[config.mk]
export PLATFORM = sky130hd
export DESIGN_NAME = rggen_apb_bridge
export DESIGN_NICKNAME = d
export VERILOG_FILES = /design/src/rtl/rggen_rtl_pkg.sv /design/src/rtl/rggen_bus_timeout_counter.sv /design/src/rtl/rggen_apb_bridge.sv
export SDC_FILE = /design/constraint.sdc
export NUM_CORES = 1
export LEC_CHECK = 0
export BUFFER_PORTS_ARGS = -buffer_cell sky130_fd_sc_hd__buf_2
export CAP_MARGIN = 20
export CORE_MARGIN = 4
export CORE_UTILIZATION = 47
export CTS_BUF_LIST = sky130_fd_sc_hd__clkbuf_8 sky130_fd_sc_hd__clkbuf_16
export CTS_CLUSTER_DIAMETER = 40
export DETAILED_ROUTE_END_ITERATION = 16
export GPL_TIMING_DRIVEN = 0
export PLACE_DENSITY_LB_ADDON = 0.2
export SYNTH_ARGS = -nofsm -noshare
export SYNTH_HDL_FRONTEND = slang
export SYNTH_SLANG_ARGS = --single-unit
[constraint.sdc]
create_clock -name clk -period 2.6 [get_ports clk]
set_input_delay 0.52 -clock clk [delete_from_list [all_inputs] [get_ports clk]]
set_output_delay 0.52 -clock clk [all_outputs]
set_load 0.01 [all_outputs]
[src/rtl/rggen_rtl_pkg.sv]
// ---------------------------------------------------------------------------
// rggen_rtl_pkg
// Shared definitions for the register-block bus bridges.
//   - Completion status encodings returned to the register block.
//   - State type for the APB bridge sequencer.
// ---------------------------------------------------------------------------
package rggen_rtl_pkg;

  // Completion status returned alongside o_ready
  localparam logic [1:0] STATUS_OKAY         = 2'b00;
  localparam logic [1:0] STATUS_EXOKAY       = 2'b01;
  localparam logic [1:0] STATUS_SLAVE_ERROR  = 2'b10;
  localparam logic [1:0] STATUS_DECODE_ERROR = 2'b11;

  // APB bridge sequencer states
  typedef enum logic [1:0] {
    BRIDGE_IDLE,
    BRIDGE_SETUP,
    BRIDGE_ACCESS,
    BRIDGE_RESPOND
  } bridge_state_e;

endpackage

[src/rtl/rggen_bus_timeout_counter.sv]
// ---------------------------------------------------------------------------
// rggen_bus_timeout_counter
// Counts the cycles a bus transfer has been waiting and flags when the
// wait budget is used up.
// Parameters:
//   WIDTH - counter width in bits
//   LIMIT - number of counted cycles allowed; 0 disables expiry
// Ports:
//   clk       - clock
//   rst_n     - asynchronous active-low reset
//   i_clear   - synchronously returns the count to zero
//   i_enable  - advances the count by one
//   o_expired - high during the last allowed cycle (count == LIMIT-1)
// ---------------------------------------------------------------------------
module rggen_bus_timeout_counter #(
  parameter int WIDTH = 1,
  parameter int LIMIT = 0
) (
  input  logic clk,
  input  logic rst_n,
  input  logic i_clear,
  input  logic i_enable,
  output logic o_expired
);

  localparam int              LAST_INT = (LIMIT > 0) ? (LIMIT - 1) : 0;
  localparam logic [WIDTH-1:0] LAST    = WIDTH'(LAST_INT);

  logic [WIDTH-1:0] count;

  // Clear takes priority so a new transfer always starts from zero even
  // if the enable happens to be active on the same edge.
  always_ff @(posedge clk or negedge rst_n) begin
    if (!rst_n) begin
      count <= '0;
    end else if (i_clear) begin
      count <= '0;
    end else if (i_enable) begin
      count <= count + WIDTH'(1);
    end
  end

  // Expiry is flagged during the final allowed cycle, so the owner can
  // terminate on the edge that closes that cycle.
  assign o_expired = (LIMIT > 0) && (count == LAST);

endmodule

[src/rtl/rggen_apb_bridge.sv]
// ---------------------------------------------------------------------------
// rggen_apb_bridge
// Turns each external-register command from a register block into one
// APB3/APB4 master transfer and reports completion status back, including
// a decode error when the peripheral never answers.
// Ports:
//   clk, rst_n                     - clock, asynchronous active-low reset
//   i_valid/i_write/i_read         - command request from the register block
//   i_address/i_strobe/i_write_data- command payload
//   o_ready/o_status/o_read_data   - one-cycle completion with result
//   o_paddr/o_pprot/o_psel/o_penable/o_pwrite/o_pwdata/o_pstrb - APB master
//   i_pready/i_prdata/i_pslverr    - APB slave response
// ---------------------------------------------------------------------------
module rggen_apb_bridge
  import rggen_rtl_pkg::*;
#(
  parameter int         DATA_WIDTH     = 32,
  parameter int         ADDRESS_WIDTH  = 7,
  parameter int         TIMEOUT_CYCLES = 16,
  parameter logic [2:0] PPROT_VALUE    = 3'b000
) (
  input  logic                      clk,
  input  logic                      rst_n,
  input  logic                      i_valid,
  input  logic                      i_write,
  input  logic                      i_read,
  input  logic [ADDRESS_WIDTH-1:0]  i_address,
  input  logic [DATA_WIDTH/8-1:0]   i_strobe,
  input  logic [DATA_WIDTH-1:0]     i_write_data,
  output logic                      o_ready,
  output logic [1:0]                o_status,
  output logic [DATA_WIDTH-1:0]     o_read_data,
  output logic [ADDRESS_WIDTH-1:0]  o_paddr,
  output logic [2:0]                o_pprot,
  output logic                      o_psel,
  output logic                      o_penable,
  output logic                      o_pwrite,
  output logic [DATA_WIDTH-1:0]     o_pwdata,
  output logic [DATA_WIDTH/8-1:0]   o_pstrb,
  input  logic                      i_pready,
  input  logic [DATA_WIDTH-1:0]     i_prdata,
  input  logic                      i_pslverr
);

  // $clog2(1) is 0, so a disabled timeout still gets a 1-bit counter.
  localparam int COUNT_WIDTH =
    (TIMEOUT_CYCLES > 0) ? $clog2(TIMEOUT_CYCLES + 1) : 1;

  bridge_state_e state;
  logic          start_transfer;
  logic          timeout_expired;

  assign start_transfer = (state == BRIDGE_IDLE) && i_valid && (i_write || i_read);
  assign o_pprot        = PPROT_VALUE;

  // Wait-cycle budget for the ACCESS phase; restarted for every transfer.
  rggen_bus_timeout_counter #(
    .WIDTH (COUNT_WIDTH),
    .LIMIT (TIMEOUT_CYCLES)
  ) u_timeout_counter (
    .clk       (clk),
    .rst_n     (rst_n),
    .i_clear   (start_transfer),
    .i_enable  (state == BRIDGE_ACCESS),
    .o_expired (timeout_expired)
  );

  // Sequencer and registered APB/response outputs. The APB request fields
  // are captured once when leaving IDLE, so upstream changes cannot disturb
  // an in-flight transfer. o_status/o_read_data hold until the next result.
  always_ff @(posedge clk or negedge rst_n) begin
    if (!rst_n) begin
      state       <= BRIDGE_IDLE;
      o_ready     <= 1'b0;
      o_status    <= STATUS_OKAY;
      o_read_data <= '0;
      o_psel      <= 1'b0;
      o_penable   <= 1'b0;
      o_pwrite    <= 1'b0;
      o_paddr     <= '0;
      o_pwdata    <= '0;
      o_pstrb     <= '0;
    end else begin
      case (state)
        BRIDGE_IDLE: begin
          o_ready <= 1'b0;
          if (start_transfer) begin
            state    <= BRIDGE_SETUP;
            o_psel   <= 1'b1;
            o_paddr  <= i_address;
            o_pwrite <= i_write;
            o_pwdata <= i_write_data;
            o_pstrb  <= i_write ? i_strobe : '0;
          end else if (i_valid) begin
            // Neither read nor write: answer immediately, no APB traffic.
            state       <= BRIDGE_RESPOND;
            o_ready     <= 1'b1;
            o_status    <= STATUS_DECODE_ERROR;
            o_read_data <= '0;
          end
        end
        BRIDGE_SETUP: begin
          state     <= BRIDGE_ACCESS;
          o_penable <= 1'b1;
        end
        BRIDGE_ACCESS: begin
          // A response on the last allowed cycle beats the timeout.
          if (i_pready) begin
            state       <= BRIDGE_RESPOND;
            o_psel      <= 1'b0;
            o_penable   <= 1'b0;
            o_ready     <= 1'b1;
            o_status    <= i_pslverr ? STATUS_SLAVE_ERROR : STATUS_OKAY;
            o_read_data <= o_pwrite ? '0 : i_prdata;
          end else if (timeout_expired) begin
            state       <= BRIDGE_RESPOND;
            o_psel      <= 1'b0;
            o_penable   <= 1'b0;
            o_ready     <= 1'b1;
            o_status    <= STATUS_DECODE_ERROR;
            o_read_data <= '0;
          end
        end
        BRIDGE_RESPOND: begin
          state   <= BRIDGE_IDLE;
          o_ready <= 1'b0;
        end
        default: begin
          state <= BRIDGE_IDLE;
        end
      endcase
    end
  end

endmodule
==> metrics.txt, run 1 <==
share of cells above drive strength 1 0.3375; total iterations of the first detailed-routing run 5; Clock Latency Late Sink 0.34 ns; sequential area share after synthesis 0.5843; Slew Limit Fails 0; worst reg2reg path endpoint o_read_data[12]$_DFFE_PN0P_; Max Clk Rate 438.4 MHz; worst min path class primary input to asynchronous set/reset pin; RePlAce Congestion 0.8147; reg2reg start u_timeout_counter.count[0]$_DFFE_PN0P_; Max VDD drop 0.6053 mV; post-DP HPWL 6667 um; num ports 166; YS warnings 0; post-synthesis cell count 382; Setup Fix Bufs, Post-CTS 0; Reg2Reg Setup Slack 0.32 ns; RSZ-0062 raised after global routing false; Mapped Avg Cell Area 9.865 sq um; pwr/cell area 1150 mW/mm^2; Sink Count 88; Root Buffer clkbuf_8; commonest non-fill, non-tap cell in the layout buf_2; Antenna Cells 0; number of synthesized flops with an enable pin 0; Initial Utilization 0.4852; CTS Buf Count 9; vias in the first global route 3,086; Comb pwr share 0.453; DR vias/cell 4.629; Met3 Routed Length 979 um; Die Area 0.009515 sq mm; setup TNS 0 ns; routed len/inst 13.27 um; Vias 3,078; wl on met1 3745 um; global-route wire length before repair 14,800 um; Fillers 655; H-Tree Depth 3; # Max-Cap Violations 0; Die Height 97.55 um; initial DRC count 74; startpoint types flip-flop; chip width 97.55 um; Synth Flop Type dfrtp_1; initial antenna violation count 0; total gr overflow 0; internal power 3465 uW; fin nets 646; cell leakage power 0.002775 uW; final cell utilization of the core 0.6331; drt drc 0; max layer used met4; fin crit period 2.281 ns; CTS clk-pin slew, worst paths 0.10 ns; setup violators final 0; Post-Route Skew 0.01526 ns; CTS Buffer Depth 2; Worst Path Arrival 2.53 ns; CP required 2.85 ns; FF-to-FF path depth 8; cts-stage hold buffer count 0; Setup Crit Path Kind flip-flop to flip-flop; Mapped Area 0.003769 sq mm; critical path endpoint category flip-flop; FP Rows 32; crit path max fanout 10; clock power share 0.147; Distinct cells, synth 31; WL met2 4062 um; most frequent cells in the layout buf_2 (162), nand2_1 (152), dfrtp_1 (88); Switch Pwr 2187 uW; Seq cells post-synth 88; GRT Overall Usage 0.1895; CTS tree done; port buffer count 162; area of the core 0.007767 sq mm; outcome finished clean; Net Sw Frac 0.3869; Area Overhead vs Synth 30.48%; Seq pwr share 0.400; Post-CTS Resized 0; Final ANT Viol Nets 0; worst-margin pin slew 0.7874 ns; Hold Fails Final Rpt 0; largest net degree at the start of global routing 69; ys async rst share 1.000; Period Utilization, post-route 0.8772; Slew Limit Headroom 0.4728; total wire length 8826 um
## Yosys cell counts, types with 2 or more instances
library cell | instances | area share
a211oi_1 | 2 | 0.0040
a21oi_1 | 2 | 0.0027
a22o_1 | 4 | 0.0093
and3_1 | 2 | 0.0033
buf_12 | 3 | 0.016
buf_4 | 3 | 0.0060
clkbuf_1 | 14 | 0.014
dfrtp_1 | 88 | 0.58
ha_1 | 6 | 0.020
inv_1 | 39 | 0.039
mux2_2 | 2 | 0.0060
mux2i_1 | 36 | 0.096
nand2_1 | 152 | 0.15
nor2_1 | 9 | 0.0090
o21ai_0 | 3 | 0.0040
xor2_1 | 2 | 0.0046
## flip-flops by register name, summed over array words and instances, names as in the netlist
name	cells
o_pwdata	32
o_pstrb	4
o_ready	1
u_timeout_counter.count	5
o_paddr	7
state	2
o_psel	1
o_status	2
o_read_data	32
o_pwrite	1
o_penable	1
## power by group through the flow
| stage | combinational, uW | clock [uW] | sequential (uW) |
|---|---|---|---|
| finish | 2560 | 832 | 2260 |
| global route | 2840 | 927 | 2340 |
| CTS | 2610 | 865 | 2270 |
| detailed placement | 2600 | 0 | 2280 |
| global placement | 2520 | 0 | 2260 |
| floorplan | 1390 | 0 | 2530 |
## logic make-up after synthesis
| group | share of synthesized area |
|---|---|
| and+or+nand+nor | 0.1736 |
| DFF | 0.5843 |
| buffers and inverters | 0.07902 |
| muxes | 0.1016 |
| AOI/OAI and AO/OA | 0.03353 |
| adders and majority gates | 0.01992 |
| xor gates and xnor gates | 0.006973 |
| other | 0.0009951 |
## final cells by class
| cell class | count | area, sq um | share of cell area |
|---|---|---|---|
| clock buffers | 9 | 123.9 | 0.02519 |
| multi-input cells | 235 | 1276 | 0.2595 |
| inverters | 39 | 146.4 | 0.02977 |
| clock inverters | 7 | 48.80 | 0.009924 |
| well taps | 102 | 127.6 | 0.02595 |
| flip-flops and latches | 88 | 2202 | 0.4478 |
| plain buffers | 22 | 151.4 | 0.03079 |
| repair buffers | 163 | 840.8 | 0.1710 |
## stage by stage
stage / instances / setup slack (ns) / hold WS [ns] / total power (uW) / area [sq um]
CTS: 665 / 0.3282 / 0.05017 / 5737 / 4917
global placement: 648 / 0.2547 / 0.4540 / 4778 / 4715
detailed placement: 649 / 0.4085 / 0.4361 / 4879 / 4745
finish: 665 / 0.3192 / 0.05540 / 5653 / 4917
floorplan: 384 / 0.6343 / 0.2244 / 3921 / 3776
global route: 665 / 0.2277 / 0.05784 / 6104 / 4917
## how the worst max path moves through the flow
stage                                                 startpoint                           to  slack, ns  depth (start not counted)
after floorplan           u_timeout_counter.count[0]$_DFFE_PN0P_      o_status[0]$_DFFE_PN0P_       0.63                          7
after global placement                                     rst_n     o_pwdata[18]$_DFFE_PN0P_       0.25                          1
after detailed placement  u_timeout_counter.count[0]$_DFFE_PN0P_  o_read_data[12]$_DFFE_PN0P_       0.41                          8
after CTS                 u_timeout_counter.count[0]$_DFFE_PN0P_  o_read_data[12]$_DFFE_PN0P_       0.33                          8
after global routing      u_timeout_counter.count[0]$_DFFE_PN0P_  o_read_data[12]$_DFFE_PN0P_       0.23                          8
final                     u_timeout_counter.count[0]$_DFFE_PN0P_  o_read_data[12]$_DFFE_PN0P_       0.32                          8
## metal layers
metal,track usage,up-vias
li1,-,1525
met2,0.2989,124
met3,0.08615,2
met1,0.2411,1427
met5,0,-
met4,0.04153,0
## critical path, cell delays in order (launching register included)
cell and delay [ns]:
dfrtp_1 0.42, ha_1 0.22, and3_1 0.18, ha_1 0.18
nor3b_1 0.55, a211oi_2 0.08, buf_6 0.19, buf_12 0.15
mux2i_1 0.20
Power figures use the tool's default switching activity.
==> inputs of run 2 (changes only) <==
- CORE_UTILIZATION: 47 -> 41
==> run 2 against run 1 <==
  * Largest power group unchanged
  * Sequential share of layout area down 0.36 points
  * Design area up 0.81%
  * Maximum frequency up 3.8%
  * Largest cell class unchanged
  * Power up 2.2%
  * First-iteration DRC count down 4.1%
  * Wire length down 0.57%
==> metrics.txt, run 2 (synthesis gave the netlist of run 1 again) <==
# Max-Cap Violations 0 (unchanged); total wire length 8776 um (was 8826 um); CP required 2.83 ns (was 2.85 ns); most frequent cells in the layout buf_2 (162), nand2_1 (152), dfrtp_1 (88) (unchanged); Vias 3,049 (was 3,078); CTS Buf Count 9 (unchanged); Clock Latency Late Sink 0.35 ns (was 0.34 ns); setup violators final 0 (unchanged); total iterations of the first detailed-routing run 4 (was 5); Reg2Reg Setup Slack 0.40 ns (was 0.32 ns); Final ANT Viol Nets 0 (unchanged); crit path max fanout 10 (unchanged); port buffer count 162 (unchanged); cell leakage power 0.002785 uW (was 0.002775 uW); Worst Path Arrival 2.42 ns (was 2.53 ns); GRT Overall Usage 0.1682 (was 0.1895); initial DRC count 71 (was 74); RePlAce Congestion 0.7637 (was 0.8147); Sink Count 88 (unchanged); chip width 103.9 um (was 97.55 um); H-Tree Depth 3 (unchanged); commonest non-fill, non-tap cell in the layout buf_2 (unchanged); Root Buffer clkbuf_8 (unchanged); Initial Utilization 0.4259 (was 0.4852); routed len/inst 13.08 um (was 13.27 um); global-route wire length before repair 14,930 um (was 14,800 um); fin nets 646 (unchanged); vias in the first global route 3,078 (was 3,086); reg2reg start u_timeout_counter.count[0]$_DFFE_PN0P_ (unchanged); startpoint types flip-flop (unchanged); outcome finished clean (unchanged); worst min path class primary input to asynchronous set/reset pin (unchanged); CTS clk-pin slew, worst paths 0.09 ns (was 0.10 ns); total gr overflow 0 (unchanged); share of cells above drive strength 1 0.3375 (unchanged); cts-stage hold buffer count 0 (unchanged); largest net degree at the start of global routing 61 (was 69); Period Utilization, post-route 0.8449 (was 0.8772); FP Rows 34 (was 32); post-DP HPWL 6532 um (was 6667 um); DR vias/cell 4.544 (was 4.629); CTS Buffer Depth 2 (unchanged); Max Clk Rate 455.2 MHz (was 438.4 MHz); Max VDD drop 0.4634 mV (was 0.6053 mV); Die Height 103.9 um (was 97.55 um); Antenna Cells 0 (unchanged); critical path endpoint category flip-flop (unchanged); pwr/cell area 1166 mW/mm^2 (was 1150 mW/mm^2); Final Non-Filler Cells 671 (was 665); Setup Crit Path Kind flip-flop to flip-flop (unchanged); worst-margin pin slew 0.7851 ns (was 0.7874 ns); Post-Route Skew 0.01043 ns (was 0.01526 ns); CTS tree done (unchanged); dpl cells 655 (was 649); Area Overhead vs Synth 31.54% (was 30.48%); Post-CTS Resized 0 (unchanged); Setup Fix Bufs, Post-CTS 0 (unchanged); leading registers by flop count o_pwdata x32, o_read_data x32, o_paddr x7 (unchanged); Die Area 0.01079 sq mm (was 0.009515 sq mm); num ports 166 (unchanged); Slew Limit Fails 0 (unchanged); Slew Limit Headroom 0.4743 (was 0.4728); initial antenna violation count 0 (unchanged); fin crit period 2.197 ns (was 2.281 ns); worst reg2reg path endpoint o_read_data[2]$_DFFE_PN0P_ (was o_read_data[12]$_DFFE_PN0P_); FF-to-FF path depth 8 (unchanged); drt drc 0 (unchanged); Fillers 803 (was 655); setup TNS 0 ns (unchanged); Hold Fails Final Rpt 0 (unchanged); RSZ-0062 raised after global routing false (unchanged); area of the core 0.008848 sq mm (was 0.007767 sq mm)
==> run 2: layout make-up <==
type | instances | area, sq um | share of cell area
flip-flops and latches | 88 | 2202 | 0.4442
clock inverters | 6 | 67.56 | 0.01363
inverters | 39 | 146.4 | 0.02953
plain buffers | 22 | 151.4 | 0.03054
repair buffers | 163 | 840.8 | 0.1696
well taps | 108 | 135.1 | 0.02726
multi-input cells | 235 | 1276 | 0.2574
clock buffers | 10 | 137.6 | 0.02776
==> run 2: how the worst max path moves through the flow <==
stage	start	to	slack (ns)	cells past startpoint
final	u_timeout_counter.count[0]$_DFFE_PN0P_	o_read_data[2]$_DFFE_PN0P_	0.40	8
after global routing	u_timeout_counter.count[0]$_DFFE_PN0P_	o_read_data[8]$_DFFE_PN0P_	0.20	8
after CTS	u_timeout_counter.count[0]$_DFFE_PN0P_	o_read_data[25]$_DFFE_PN0P_	0.38	8
after detailed placement	u_timeout_counter.count[0]$_DFFE_PN0P_	o_read_data[25]$_DFFE_PN0P_	0.39	8
after global placement	rst_n	o_paddr[3]$_DFFE_PN0P_	0.20	1
after floorplan	u_timeout_counter.count[0]$_DFFE_PN0P_	o_status[0]$_DFFE_PN0P_	0.63	7
==> run 2: layer usage <==
layer	global-route usage	wire, um	vias to the layer above
li1	-	-	1521
met1	0.2228	3976	1397
met2	0.2604	3934	121
met3	0.05214	758	10
met4	0.06268	106	0
met5	0	0	-
==> run 2: through the flow <==
step	worst slack [ns]	hold slack, ns	utilization	total power, uW	cell area (sq um)
detailed placement	0.3901	0.4567	0.5370	4871	4752
CTS	0.3776	0.08100	0.5602	5876	4957
floorplan	0.6343	0.2244	-	3921	3776
global route	0.1985	0.1098	0.5602	6261	4957
global placement	0.1958	0.4517	0.5337	4796	4722
finish	0.4031	0.09174	0.5602	5778	4957
==> run 2: power by group <==
part / total, uW / switching (uW) / internal [uW]
sequential: 2260 / 312 / 1950
combinational: 2540 / 1380 / 1160
clock: 974 / 500 / 474
total: 5780 / 2190 / 3590
==> run 2: worst max-delay path: stages, from the launching register on <==
cell and delay [ns]:
dfrtp_1 0.42, ha_1 0.22, and3_1 0.19, ha_1 0.19
nor3b_1 0.53, a211oi_2 0.08, buf_6 0.19, buf_12 0.15
mux2i_1 0.12
